<file path="src/rtl/multi_output_ctrl_if.sv">
// Bundle between the compare/watchdog source and multi_output_ctrl.
// The master drives verdicts, kicks and references; the slave returns drive and status.
interface multi_output_ctrl_if #(
    parameter int NCH = 2
);
    logic           valid1;
    logic           valid2;
    logic           pass1;
    logic           pass2;
    logic           data_ready;
    logic [NCH-1:0] order;
    logic           ref_a;
    logic           ref_b;
    logic [NCH-1:0] relay_ctrl;
    logic [NCH-1:0] switch_ctrl;
    logic [1:0]     state;
    logic [1:0]     out_status;
    logic [3:0]     err_cnt;
    logic           timeout;

    modport master (
        output valid1, valid2, pass1, pass2, data_ready,
        output order, ref_a, ref_b,
        input  relay_ctrl, switch_ctrl, state,
        input  out_status, err_cnt, timeout
    );

    modport slave (
        input  valid1, valid2, pass1, pass2, data_ready,
        input  order, ref_a, ref_b,
        output relay_ctrl, switch_ctrl, state,
        output out_status, err_cnt, timeout
    );
endinterface

</file>
<file path="src/rtl/multi_output_ctrl.sv">
// Verdict controller with error/watchdog lock and per-channel relay/switch drive.
// Optional err_cnt decay after 256 passes: define MULTI_OUTPUT_CTRL_ERR_DECAY_EN.
module multi_output_ctrl #(
    parameter int NCH       = 2,
    parameter int ERR_LIMIT = 3,
    parameter int TIMEOUT   = 2500000,
    parameter int CNT_W     = 24
) (
    input  logic               clk1,
    input  logic               rst,
    multi_output_ctrl_if.slave bus
);

    typedef enum logic [1:0] {
        IDLE  = 2'd0,
        RUN   = 2'd1,
        ERROR = 2'd2,
        LOCK  = 2'd3
    } state_t;

    state_t           st;
    logic [1:0]       status_q;
    logic [3:0]       err_q;
    logic             to_q;
    logic [CNT_W-1:0] wd_cnt;
    logic [NCH-1:0]   relay_q;
    logic [NCH-1:0]   switch_q;

    logic       pass_evt;
    logic       fail_evt;
    logic       expire;
    logic       lock_hit;
    logic       decay;
    logic [3:0] err_inc;
    logic [3:0] err_dec;

    assign pass_evt = bus.valid1 & bus.valid2 & bus.pass1 & bus.pass2;
    assign fail_evt = (bus.valid1 | bus.valid2) & ~pass_evt;
    assign expire   = (st == RUN) && !bus.data_ready
                   && (wd_cnt == CNT_W'(TIMEOUT - 1));
    assign err_inc  = (err_q == 4'hF) ? err_q : err_q + 4'd1;
    assign err_dec  = (err_q == 4'h0) ? err_q : err_q - 4'd1;
    assign lock_hit = (err_inc >= 4'(ERR_LIMIT));

`ifdef MULTI_OUTPUT_CTRL_ERR_DECAY_EN
    // Run of consecutive accepted passes; the 256th pays back one error.
    logic [7:0] pass_run;
    logic       active;

    assign active = (st == IDLE) || (st == RUN);
    assign decay  = pass_evt && active && (pass_run == 8'hFF);

    always_ff @(posedge clk1) begin
        if (rst || (fail_evt && active)) begin
            pass_run <= '0;
        end else if (pass_evt && active) begin
            pass_run <= pass_run + 8'd1;
        end
    end
`else
    assign decay = 1'b0;
`endif

    always_ff @(posedge clk1) begin
        if (rst) begin
            st       <= IDLE;
            status_q <= 2'b11;
            err_q    <= '0;
            to_q     <= 1'b0;
            wd_cnt   <= '0;
        end else begin
            unique case (st)
                IDLE: begin
                    wd_cnt <= '0;
                    if (pass_evt) begin
                        st       <= RUN;
                        status_q <= 2'b00;
                        if (decay) err_q <= err_dec;
                    end else if (fail_evt) begin
                        st       <= lock_hit ? LOCK : ERROR;
                        status_q <= 2'b01;
                        err_q    <= err_inc;
                    end
                end
                RUN: begin
                    if (fail_evt) begin
                        st       <= (lock_hit || expire) ? LOCK : ERROR;
                        status_q <= 2'b01;
                        err_q    <= err_inc;
                    end else begin
                        if (pass_evt) begin
                            status_q <= 2'b00;
                            if (decay) err_q <= err_dec;
                        end
                        if (expire) st <= LOCK;
                    end
                    if (expire) to_q <= 1'b1;
                    // Leaving RUN clears the count so it rests at 0 elsewhere.
                    if (bus.data_ready || fail_evt || expire) begin
                        wd_cnt <= '0;
                    end else begin
                        wd_cnt <= wd_cnt + CNT_W'(1);
                    end
                end
                ERROR: st <= IDLE;
                LOCK:  st <= LOCK;
            endcase
        end
    end

    always_ff @(posedge clk1) begin
        if (rst || st != RUN) begin
            relay_q  <= '1;
            switch_q <= ~bus.order;
        end else begin
            relay_q  <= {NCH{bus.ref_a}} ^ bus.order;
            switch_q <= {NCH{bus.ref_b}} ^ bus.order;
        end
    end

    assign bus.state       = st;
    assign bus.out_status  = status_q;
    assign bus.err_cnt     = err_q;
    assign bus.timeout     = to_q;
    assign bus.relay_ctrl  = relay_q;
    assign bus.switch_ctrl = switch_q;

endmodule

</file>
<file path="src/flat_wrapper.sv">
// flat-port wrapper written by rule: the top's interface ports become plain ports
module multi_output_ctrl_flat 
#(
    parameter int NCH       = 2,
    parameter int ERR_LIMIT = 3,
    parameter int TIMEOUT   = 2500000,
    parameter int CNT_W     = 24
)
  (clk1, rst, bus_valid1, bus_valid2, bus_pass1, bus_pass2, bus_data_ready, bus_order, bus_ref_a, bus_ref_b, bus_relay_ctrl, bus_switch_ctrl, bus_state, bus_out_status, bus_err_cnt, bus_timeout);
  multi_output_ctrl_if #(.NCH(NCH)) bus_i ();
  input  logic clk1;
  input  logic rst;
  input wire logic [$bits(bus_i.valid1)-1:0] bus_valid1;
  input wire logic [$bits(bus_i.valid2)-1:0] bus_valid2;
  input wire logic [$bits(bus_i.pass1)-1:0] bus_pass1;
  input wire logic [$bits(bus_i.pass2)-1:0] bus_pass2;
  input wire logic [$bits(bus_i.data_ready)-1:0] bus_data_ready;
  input wire logic [$bits(bus_i.order)-1:0] bus_order;
  input wire logic [$bits(bus_i.ref_a)-1:0] bus_ref_a;
  input wire logic [$bits(bus_i.ref_b)-1:0] bus_ref_b;
  output wire logic [$bits(bus_i.relay_ctrl)-1:0] bus_relay_ctrl;
  output wire logic [$bits(bus_i.switch_ctrl)-1:0] bus_switch_ctrl;
  output wire logic [$bits(bus_i.state)-1:0] bus_state;
  output wire logic [$bits(bus_i.out_status)-1:0] bus_out_status;
  output wire logic [$bits(bus_i.err_cnt)-1:0] bus_err_cnt;
  output wire logic [$bits(bus_i.timeout)-1:0] bus_timeout;
  assign bus_i.valid1 = bus_valid1;
  assign bus_i.valid2 = bus_valid2;
  assign bus_i.pass1 = bus_pass1;
  assign bus_i.pass2 = bus_pass2;
  assign bus_i.data_ready = bus_data_ready;
  assign bus_i.order = bus_order;
  assign bus_i.ref_a = bus_ref_a;
  assign bus_i.ref_b = bus_ref_b;
  assign bus_relay_ctrl = bus_i.relay_ctrl;
  assign bus_switch_ctrl = bus_i.switch_ctrl;
  assign bus_state = bus_i.state;
  assign bus_out_status = bus_i.out_status;
  assign bus_err_cnt = bus_i.err_cnt;
  assign bus_timeout = bus_i.timeout;
  multi_output_ctrl #(.NCH(NCH), .ERR_LIMIT(ERR_LIMIT), .TIMEOUT(TIMEOUT), .CNT_W(CNT_W)) u_core (.clk1(clk1), .rst(rst), .bus(bus_i));
endmodule
</file>
<file path="config.mk">
export PLATFORM = sky130hd
export DESIGN_NAME = multi_output_ctrl_flat
export DESIGN_NICKNAME = d
export VERILOG_FILES = /design/src/rtl/multi_output_ctrl_if.sv /design/src/rtl/multi_output_ctrl.sv /design/src/flat_wrapper.sv
export SDC_FILE = /design/constraint.sdc
export NUM_CORES = 1
export LEC_CHECK = 0
export ABC_AREA = 0
export ABC_CLOCK_PERIOD_IN_PS = 3300
export CAP_MARGIN = 40
export CORE_MARGIN = 2
export CORE_UTILIZATION = 35
export DETAILED_ROUTE_END_ITERATION = 12
export PLACE_DENSITY = 0.57
export SYNTH_ARGS = -nofsm -noshare
export SYNTH_HDL_FRONTEND = slang
export SYNTH_SLANG_ARGS = --single-unit
</file>
<file path="constraint.sdc">
create_clock -name clk1 -period 3.3 [get_ports clk1]
set_input_delay 0.66 -clock clk1 [delete_from_list [all_inputs] [get_ports clk1]]
set_output_delay 0.66 -clock clk1 [all_outputs]
set_load 0.02 [all_outputs]
</file>
==> flow_metrics.tcl, run 1 <==
set metrics [dict create \
    post_cts_buffers 0 \
    fillers 512 \
    drc 0 \
    firstDrtPassIters 4 \
    place.gp.congestion 0.797 \
    synth.largest_area_cell "dfxtp_1" \
    synth_nets 242 \
    tritoncts "built" \
    relSlewSlack_pct 61.9 \
    area.sequential_um2 741 \
    cts_sinks 37 \
    grt.total_usage_pct 17.2 \
    grt_antenna_before_repair 0 \
    core_area_mm2 0.00520 \
    clkLatencyLatePin_ns 0.30 \
    power_frac_clock_pct 39.7 \
    portBuffers 23 \
    cp_max_fo 11 \
    period_share_pct 74.0 \
    finalSetupViolCount 0 \
    area_delta_synth_final_pct 22.6 \
    yosys.cell_types.count 51 \
    ctsResizeCount 0 \
    detail_route.wl_per_cell_um 15.1 \
    period_needed_ns 2.44 \
    synth_area_mm2 0.00192 \
    fin_skew_ns 0.00567 \
    switching_share_pct 26.7 \
    clk_pin_slew_ns 0.08 \
    status "complete, no violations" \
    hold_class "reg2reg" \
    drive_above_1_share_pct 9.06 \
    diodes 0 \
    yosysMostFrequentCell "dfxtp_1" \
    cts_root_buf "clkbuf_8" \
    critical_path_required_ns 3.50 \
    worstMarginPinSlew_ns 0.566 \
    cp-end-kind "flip-flop" \
    crit_path_start_kind "primary input" \
    ys_seq_area_share_pct 38.6 \
    cts.path.max_buffers 2 \
    powerDensity_mw_per_mm2 436 \
    ys_warn_count 0 \
    fin_util_pct 45.2 \
    regToRegSetupSlack_ns 0.95 \
    grt_max_degree 20 \
    ys_ff_latch 37 \
    p_leak_nw 0.739 \
    synthArstFlopShare_pct 0 \
    drtIter0Drc 190 \
    grt.overflow.total 0 \
    vias 1813 \
    grt_pass1_vias 1690 \
    p_comb_share_pct 13.7 \
    setup_tns_ns 0 \
    hold_viol 0 \
    p_sw_mw 0.274 \
    rsz0062_at_grt "no" \
    routed_wl_um 4890 \
    p_int_mw 0.752 \
    cts_max_level 2 \
    path_class "in2reg" \
    synth_cells 229 \
    fin_nets 266 \
    ctsHoldBuffers 0 \
    grt_pass1_wl_um 8240 \
    cap_violations 0 \
    ys.flop_type "dfxtp_1" \
    p_seq_share_pct 46.6 \
    peakVddDrop_mv 0.295 \
    slew_violations 0 \
    ant_nets 0 \
    multi_input_area_mm2 0.00110 \
    ys_top_cells_by_count "dfxtp_1 (37), nand2_1 (21), a31oi_1 (15)" \
    start_util_pct 36.9 \
    die_y_um 78.1 \
    io_pins 24 \
    vias_per_cell 5.60 \
    syn_area_per_cell_um2 8.38 \
    arrival_ns 2.64 \
    numCtsBuffers 5 \
    synth.area.top_cells "dfxtp_1 (39%), a31oi_1 (4.9%), nand2_1 (4.1%)" \
    max_freq_mhz 410 \
    hpwl_um 3340 \
    synth_top_area_share_pct 38.6 \
    die_width_um 78.1 \
    num_rows 26 \
    fp.dieArea_mm2 0.00609 \
    synth-edff-count 0 \
]
## worst max-delay path: stages
cell,delay [ns]
clkdlybuf4s50_1,0.43
nor4_1,0.24
nand4_1,0.23
o41ai_2,0.49
buf_4,0.26
o31ai_1,0.09
a22o_1,0.25
## logic make-up after synthesis
family | count (synthesis) | synth area share [%]
fa+ha+maj | 2 | 1.30
simple gates | 100 | 29.9
mux | 2 | 1.04
flops | 37 | 38.6
buf+inv | 20 | 4.17
xor+xnor | 9 | 4.11
compound gates | 59 | 20.9
## state kept, by name, indices dropped and copies added, names as in the netlist
name	cells
u_core.bus.err_cnt	4
u_core.bus.out_status	2
u_core.bus.relay_ctrl	2
u_core.bus.state	2
u_core.bus.switch_ctrl	2
u_core.bus.timeout	1
u_core.wd_cnt	24
## layer usage
metal | track usage (%) | routed length, um | up-vias
met5 | 0 | 0 | -
met4 | 7.89 | 95 | 0
met3 | 3.22 | 184 | 9
met2 | 28.0 | 2230 | 40
met1 | 22.0 | 2380 | 845
li1 | - | - | 919
## final cells by class
cell class              count  share of cell area [%]
flip-flops and latches     37                    31.5
repair buffers             29                    11.7
multi-input cells         172                    46.9
clock buffers               5                    2.93
inverters                   8                    1.28
well taps                  70                    3.72
clock inverters             3                    1.97
## metrics by stage
stage	hold WS, ns	area (um2)	instances	setup WS [ns]	power, mW
global route	0.483	2350	324	0.747	1.07
floorplan	0.440	1920	229	1.03	0.566
global placement	0.436	2240	316	0.696	0.629
detailed placement	0.442	2240	316	0.574	0.628
CTS	0.466	2350	324	0.895	1.03
finish	0.462	2350	324	0.858	1.03
## cell usage in the layout (no fill, tap or decap), types with 2 or more instances in the layout
master and count:
a41oi_1 2, dfxtp_1 37, ha_1 2, nand3_1 14, nand4_1 10, nor3_1 4
inv_1 8, nor4_1 6, a22o_1 2, nand2_1 21, or4_1 7, buf_4 6
or3_1 3, o21ai_0 10, o31a_1 3, o31ai_1 3, a211oi_1 2, nor2_1 11
clkdlybuf4s50_1 23, a21o_1 2, clkbuf_8 5, xnor2_1 5, mux2i_1 2, nor4b_1 2
o21bai_1 2, a21oi_1 9, xor2_1 4, a31oi_1 15, a211o_1 3, and2_1 2
nand2b_1 2, and3_1 2, and4_1 3
## power by group through the flow
stage | logic (mW) | registers [mW] | clock network [mW]
after floorplan | 0.0661 | 0.500 | 0
after global placement | 0.141 | 0.488 | 0
after detailed placement | 0.140 | 0.488 | 0
after CTS | 0.140 | 0.478 | 0.416
after global routing | 0.152 | 0.480 | 0.434
final | 0.141 | 0.478 | 0.408
## worst paths after layout
| path | depth (start not counted) | start | to |
|---|---|---|---|
| max | 7 | bus_data_ready | u_core.wd_cnt[22] |
| max reg2reg | 5 | u_core.wd_cnt[10] | u_core.wd_cnt[23] |
| min | 1 | u_core.bus.out_status[1] | u_core.bus.out_status[1] |
| min reg2reg | 1 | u_core.bus.out_status[1] | u_core.bus.out_status[1] |
(Power assumes the default switching activity.)
==> inputs of run 2 (changes only) <==
Settings changed: ABC_CLOCK_PERIOD_IN_PS 3300 to 2400.
Clock period 3.3 ns to 2.4 ns, I/O delays scaled along.
==> flow_metrics.tcl, run 2 (synthesis gave the netlist of run 1 again) <==
set metrics [dict create \
    status "complete, no violations" \
    tritoncts "built" \
    firstDrtPassIters 4 \
    timing.final.ws_setup_ns 0.196 \
    hold_viol 0 \
    r2r-end "u_core.wd_cnt[23]" \
    powerDensity_mw_per_mm2 573 \
    cts_root_buf "clkbuf_8" \
    cp_max_fo 7 \
    vias 1847 \
    num_rows 26 \
    hold_path_depth 1 \
    path_class "reg2reg" \
    detail_route.wl_per_cell_um 14.6 \
    regMostFlops "u_core.wd_cnt" \
    grt.total_usage_pct 17.5 \
    cap_violations 0 \
    crit_buf_inv 0 \
    fin_util_pct 46.9 \
    period_needed_ns 2.20 \
    period_share_pct 91.8 \
    max_freq_mhz 454 \
    io_pins 24 \
    wl_met2_um 2260 \
    holdPathEnd "u_core.bus.out_status[1]" \
    regToRegSetupSlack_ns 0.20 \
    grt_pass1_wl_um 8510 \
    grt_max_degree 19 \
    arrival_ns 2.43 \
    vias_per_cell 5.50 \
    drive_above_1_share_pct 12.8 \
    core_area_mm2 0.00520 \
    crit_path_frequent_cell "or4_1" \
    final_common_cell "dfxtp_1" \
    crit_chain "nand3_2, or4_1, or4_4, or4_1, o21ai_1" \
    grt.overflow.total 0 \
    stdcell_area_mm2 0.00244 \
    p_leak_nw 0.802 \
    worstHoldStart "u_core.bus.out_status[1]" \
    drc 0 \
    drtIter0Drc 128 \
    fp.dieArea_mm2 0.00609 \
    die_width_um 78.1 \
    worstMarginPinSlew_ns 0.488 \
    critical_path_required_ns 2.62 \
    hold_class "reg2reg" \
    fin_skew_ns 0.0137 \
    dp.cells 328 \
    ctsHoldBuffers 0 \
    dp_slack_ns -0.126 \
    drt-met1-wl_um 2410 \
    peakVddDrop_mv 0.343 \
    diodes 0 \
    placed_cell_area_mm2 0.00233 \
    die_y_um 78.1 \
    fillers 533 \
    cts.path.max_buffers 2 \
    wl_met3_um 154 \
    portBuffers 23 \
    cp_slowest_cell "or4_1" \
    area.sequential_um2 741 \
    place.gp.congestion 0.766 \
    fin_nets 278 \
    ant_nets 0 \
    cts_max_level 2 \
    top_layer "met4" \
    clk_pin_slew_ns 0.08 \
    clkLatencyLatePin_ns 0.29 \
    r2r_cells 5 \
    reg2reg_from "u_core.wd_cnt[7]" \
    final_cells 336 \
    post_cts_buffers 0 \
    multi_input_area_mm2 0.00110 \
    crit_path_start_kind "flip-flop" \
    hpwl_um 3510 \
    cpPeakStageDelay_ns 0.59 \
    cp-end-kind "flip-flop" \
    relSlewSlack_pct 67.2 \
    grt_antenna_before_repair 0 \
    final_cell_mix "dfxtp_1 (37), clkdlybuf4s50_1 (23), nand2_1 (21)" \
    grt_pass1_vias 1776 \
    routed_wl_um 4900 \
    rsz0062_at_grt "no" \
    crit_family "simple AND/OR/NAND/NOR gates" \
    numCtsBuffers 5 \
    finalSetupViolCount 0 \
    cts_sinks 37 \
    start_util_pct 36.9 \
    slew_violations 0 \
    ctsResizeCount 0 \
    largest_reg_flops 24 \
    area_delta_synth_final_pct 27.1 \
]
run 2: worst max path at each step:
| stage | from | to | slack, ns | cells past startpoint |
|---|---|---|---|---|
| after global routing | bus_data_ready | u_core.wd_cnt[18] | 0.008 | 7 |
| after global placement | bus_valid2 | u_core.wd_cnt[0] | -0.05 | 6 |
| after floorplan | u_core.wd_cnt[6] | u_core.wd_cnt[23] | 0.28 | 6 |
| final | u_core.wd_cnt[7] | u_core.wd_cnt[23] | 0.20 | 5 |
| after CTS | bus_data_ready | u_core.wd_cnt[22] | 0.19 | 7 |
| after detailed placement | bus_data_ready | u_core.wd_cnt[22] | -0.13 | 7 |
run 2: area by class of cell:
cell class                      count  share of cell area, %
Clock inverter                      2                   1.59
Sequential cell                    37                   30.4
Timing Repair Buffer               41                   15.0
Clock buffer                        6                   2.98
Tap cell                           70                   3.59
Inverter                            8                   1.23
Multi-Input combinational cell    172                   45.3
run 2: per-stage QoR:
step                      hold slack (ns)  TNS [ns]  power [mW]
after global placement              0.439    -0.281       0.867
after global routing                0.504         0        1.46
after detailed placement            0.447    -0.563       0.868
final                               0.466         0        1.40
after floorplan                     0.440         0       0.779
after CTS                           0.468         0        1.41
run 2: where the power goes:
group | leakage [nW] | internal (mW) | switching (mW)
sequential | 0.301 | 0.633 | 0.0245
clock | 0.0554 | 0.312 | 0.232
combinational | 0.446 | 0.0933 | 0.103
run 2: routing by layer:
layer  track usage (%)  up-vias
met1              23.9      856
met4              6.67        0
li1                  -      957
met5                 0        -
met2              27.2       28
met3              3.79        6
==> inputs of run 3 (changes only) <==
Settings changed: CORE_MARGIN 2 to not set, TNS_END_PERCENT set to 10.
==> flow_metrics.tcl, run 3 (synthesis gave the netlist of run 1 again) <==
set metrics [dict create \
    r2r-end "u_core.wd_cnt[20]" \
    firstDrtPassIters 5 \
    grt_max_degree 18 \
    ctsResizeCount 0 \
    num_rows 26 \
    ctsHoldBuffers 0 \
    cts.path.max_buffers 2 \
    grt.total_usage_pct 18.1 \
    io_pins 24 \
    largest_reg_flops 24 \
    drtIter0Drc 196 \
    drive_above_1_share_pct 11.1 \
    wl_met3_um 290 \
    grt_antenna_before_repair 0 \
    vias_per_cell 5.54 \
    dp_slack_ns -0.0518 \
    crit_path_frequent_cell "or4_1" \
    worstHoldStart "u_core.bus.out_status[1]" \
    cts_sinks 37 \
    holdPathEnd "u_core.bus.out_status[1]" \
    cp_slowest_cell "or4_1" \
    cts_root_buf "clkbuf_8" \
    clkLatencyLatePin_ns 0.29 \
    routed_wl_um 4790 \
    drt-met1-wl_um 2500 \
    arrival_ns 2.44 \
    max_freq_mhz 453 \
    finalPower_mw 1.41 \
    holdWs_ns 0.459 \
    post_cts_buffers 0 \
    period_needed_ns 2.21 \
    rsz0062_at_grt "no" \
    place.gp.congestion 0.869 \
    drc 0 \
    die_width_um 76.1 \
    hold_path_depth 1 \
    portBuffers 23 \
    regToRegSetupSlack_ns 0.19 \
    fin_skew_ns 0.00395 \
    finalSetupViolCount 0 \
    area_delta_synth_final_pct 26.0 \
    hold_class "reg2reg" \
    wl_met2_um 1960 \
    critical_path_required_ns 2.64 \
    powerDensity_mw_per_mm2 583 \
    final_cells 331 \
    grt.overflow.total 0 \
    clk_pin_slew_ns 0.07 \
    cap_violations 0 \
    ant_nets 0 \
    cts_max_level 2 \
    reg2reg_from "u_core.wd_cnt[11]" \
    path_class "reg2reg" \
    numCtsBuffers 5 \
    fillers 517 \
    fin_nets 273 \
    p_leak_nw 0.780 \
    vias 1834 \
    cpPeakStageDelay_ns 0.55 \
    worstMarginPinSlew_ns 0.521 \
    relSlewSlack_pct 65.0 \
    slew_violations 0 \
    grt_pass1_vias 1729 \
    cp-end-kind "flip-flop" \
    hold_viol 0 \
    fp.dieArea_mm2 0.00578 \
    final_common_cell "dfxtp_1" \
    crit_path_start_kind "flip-flop" \
    status "complete, no violations" \
    crit_family "simple AND/OR/NAND/NOR gates" \
    diodes 0 \
    detail_route.wl_per_cell_um 14.5 \
    core_area_mm2 0.00520 \
    start_util_pct 36.9 \
    hpwl_um 3430 \
    path_depth 6 \
    crit_chain "nand4_1, or4_1, buf_4, or4_1, a211oi_1, a21o_1" \
    timing.final.ws_setup_ns 0.192 \
    cp_max_fo 6 \
    dp.cells 323 \
    crit_buf_inv 1 \
    final_cell_mix "dfxtp_1 (37), clkdlybuf4s50_1 (23), nand2_1 (21)" \
    regMostFlops "u_core.wd_cnt" \
    period_share_pct 92.0 \
    die_y_um 76.1 \
    r2r_cells 6 \
    tritoncts "built" \
    top_layer "met4" \
    peakVddDrop_mv 0.308 \
    grt_pass1_wl_um 8520 \
]
-- run 3: cell type report --
| class | instances | area, um2 | share of cell area, % |
|---|---|---|---|
| Multi-Input combinational cell | 172 | 1100 | 45.6 |
| Clock buffer | 7 | 86.3 | 3.57 |
| Clock inverter | 1 | 30.0 | 1.24 |
| Sequential cell | 37 | 741 | 30.6 |
| Inverter | 8 | 30.0 | 1.24 |
| Timing Repair Buffer | 36 | 340 | 14.1 |
| Tap cell | 70 | 87.6 | 3.62 |
-- run 3: how the worst max path moves through the flow --
stage	startpoint	endpoint	slack [ns]
2_1_floorplan	u_core.wd_cnt[6]	u_core.wd_cnt[23]	0.28
3_3_place_gp	bus_valid2	u_core.wd_cnt[16]	-0.007
3_5_place_dp	bus_data_ready	u_core.wd_cnt[22]	-0.05
4_1_cts	u_core.wd_cnt[6]	u_core.wd_cnt[23]	0.19
5_1_grt	u_core.wd_cnt[6]	u_core.wd_cnt[20]	0.05
6_report	u_core.wd_cnt[11]	u_core.wd_cnt[20]	0.19
-- run 3: routing by layer --
| layer | GRT usage [%] | up-vias |
|---|---|---|
| li1 | - | 940 |
| met1 | 27.3 | 829 |
| met5 | 0 | - |
| met3 | 5.03 | 8 |
| met4 | 3.46 | 0 |
| met2 | 25.5 | 57 |
-- run 3: per-stage QoR --
| step | utilization [%] | instance area, um2 | setup TNS, ns |
|---|---|---|---|
| after floorplan | - | 1920 | 0 |
| after global placement | 44.2 | 2300 | -0.0141 |
| after detailed placement | 44.2 | 2300 | -0.268 |
| after CTS | 46.5 | 2420 | 0 |
| after global routing | 46.5 | 2420 | 0 |
| final | 46.5 | 2420 | 0 |
-- run 3: power by group --
| part | internal, mW | switching, mW | total (mW) |
|---|---|---|---|
| sequential | 0.633 | 0.0242 | 0.657 |
| clock | 0.339 | 0.218 | 0.556 |
| combinational | 0.0944 | 0.102 | 0.196 |
| total | 1.07 | 0.343 | 1.41 |
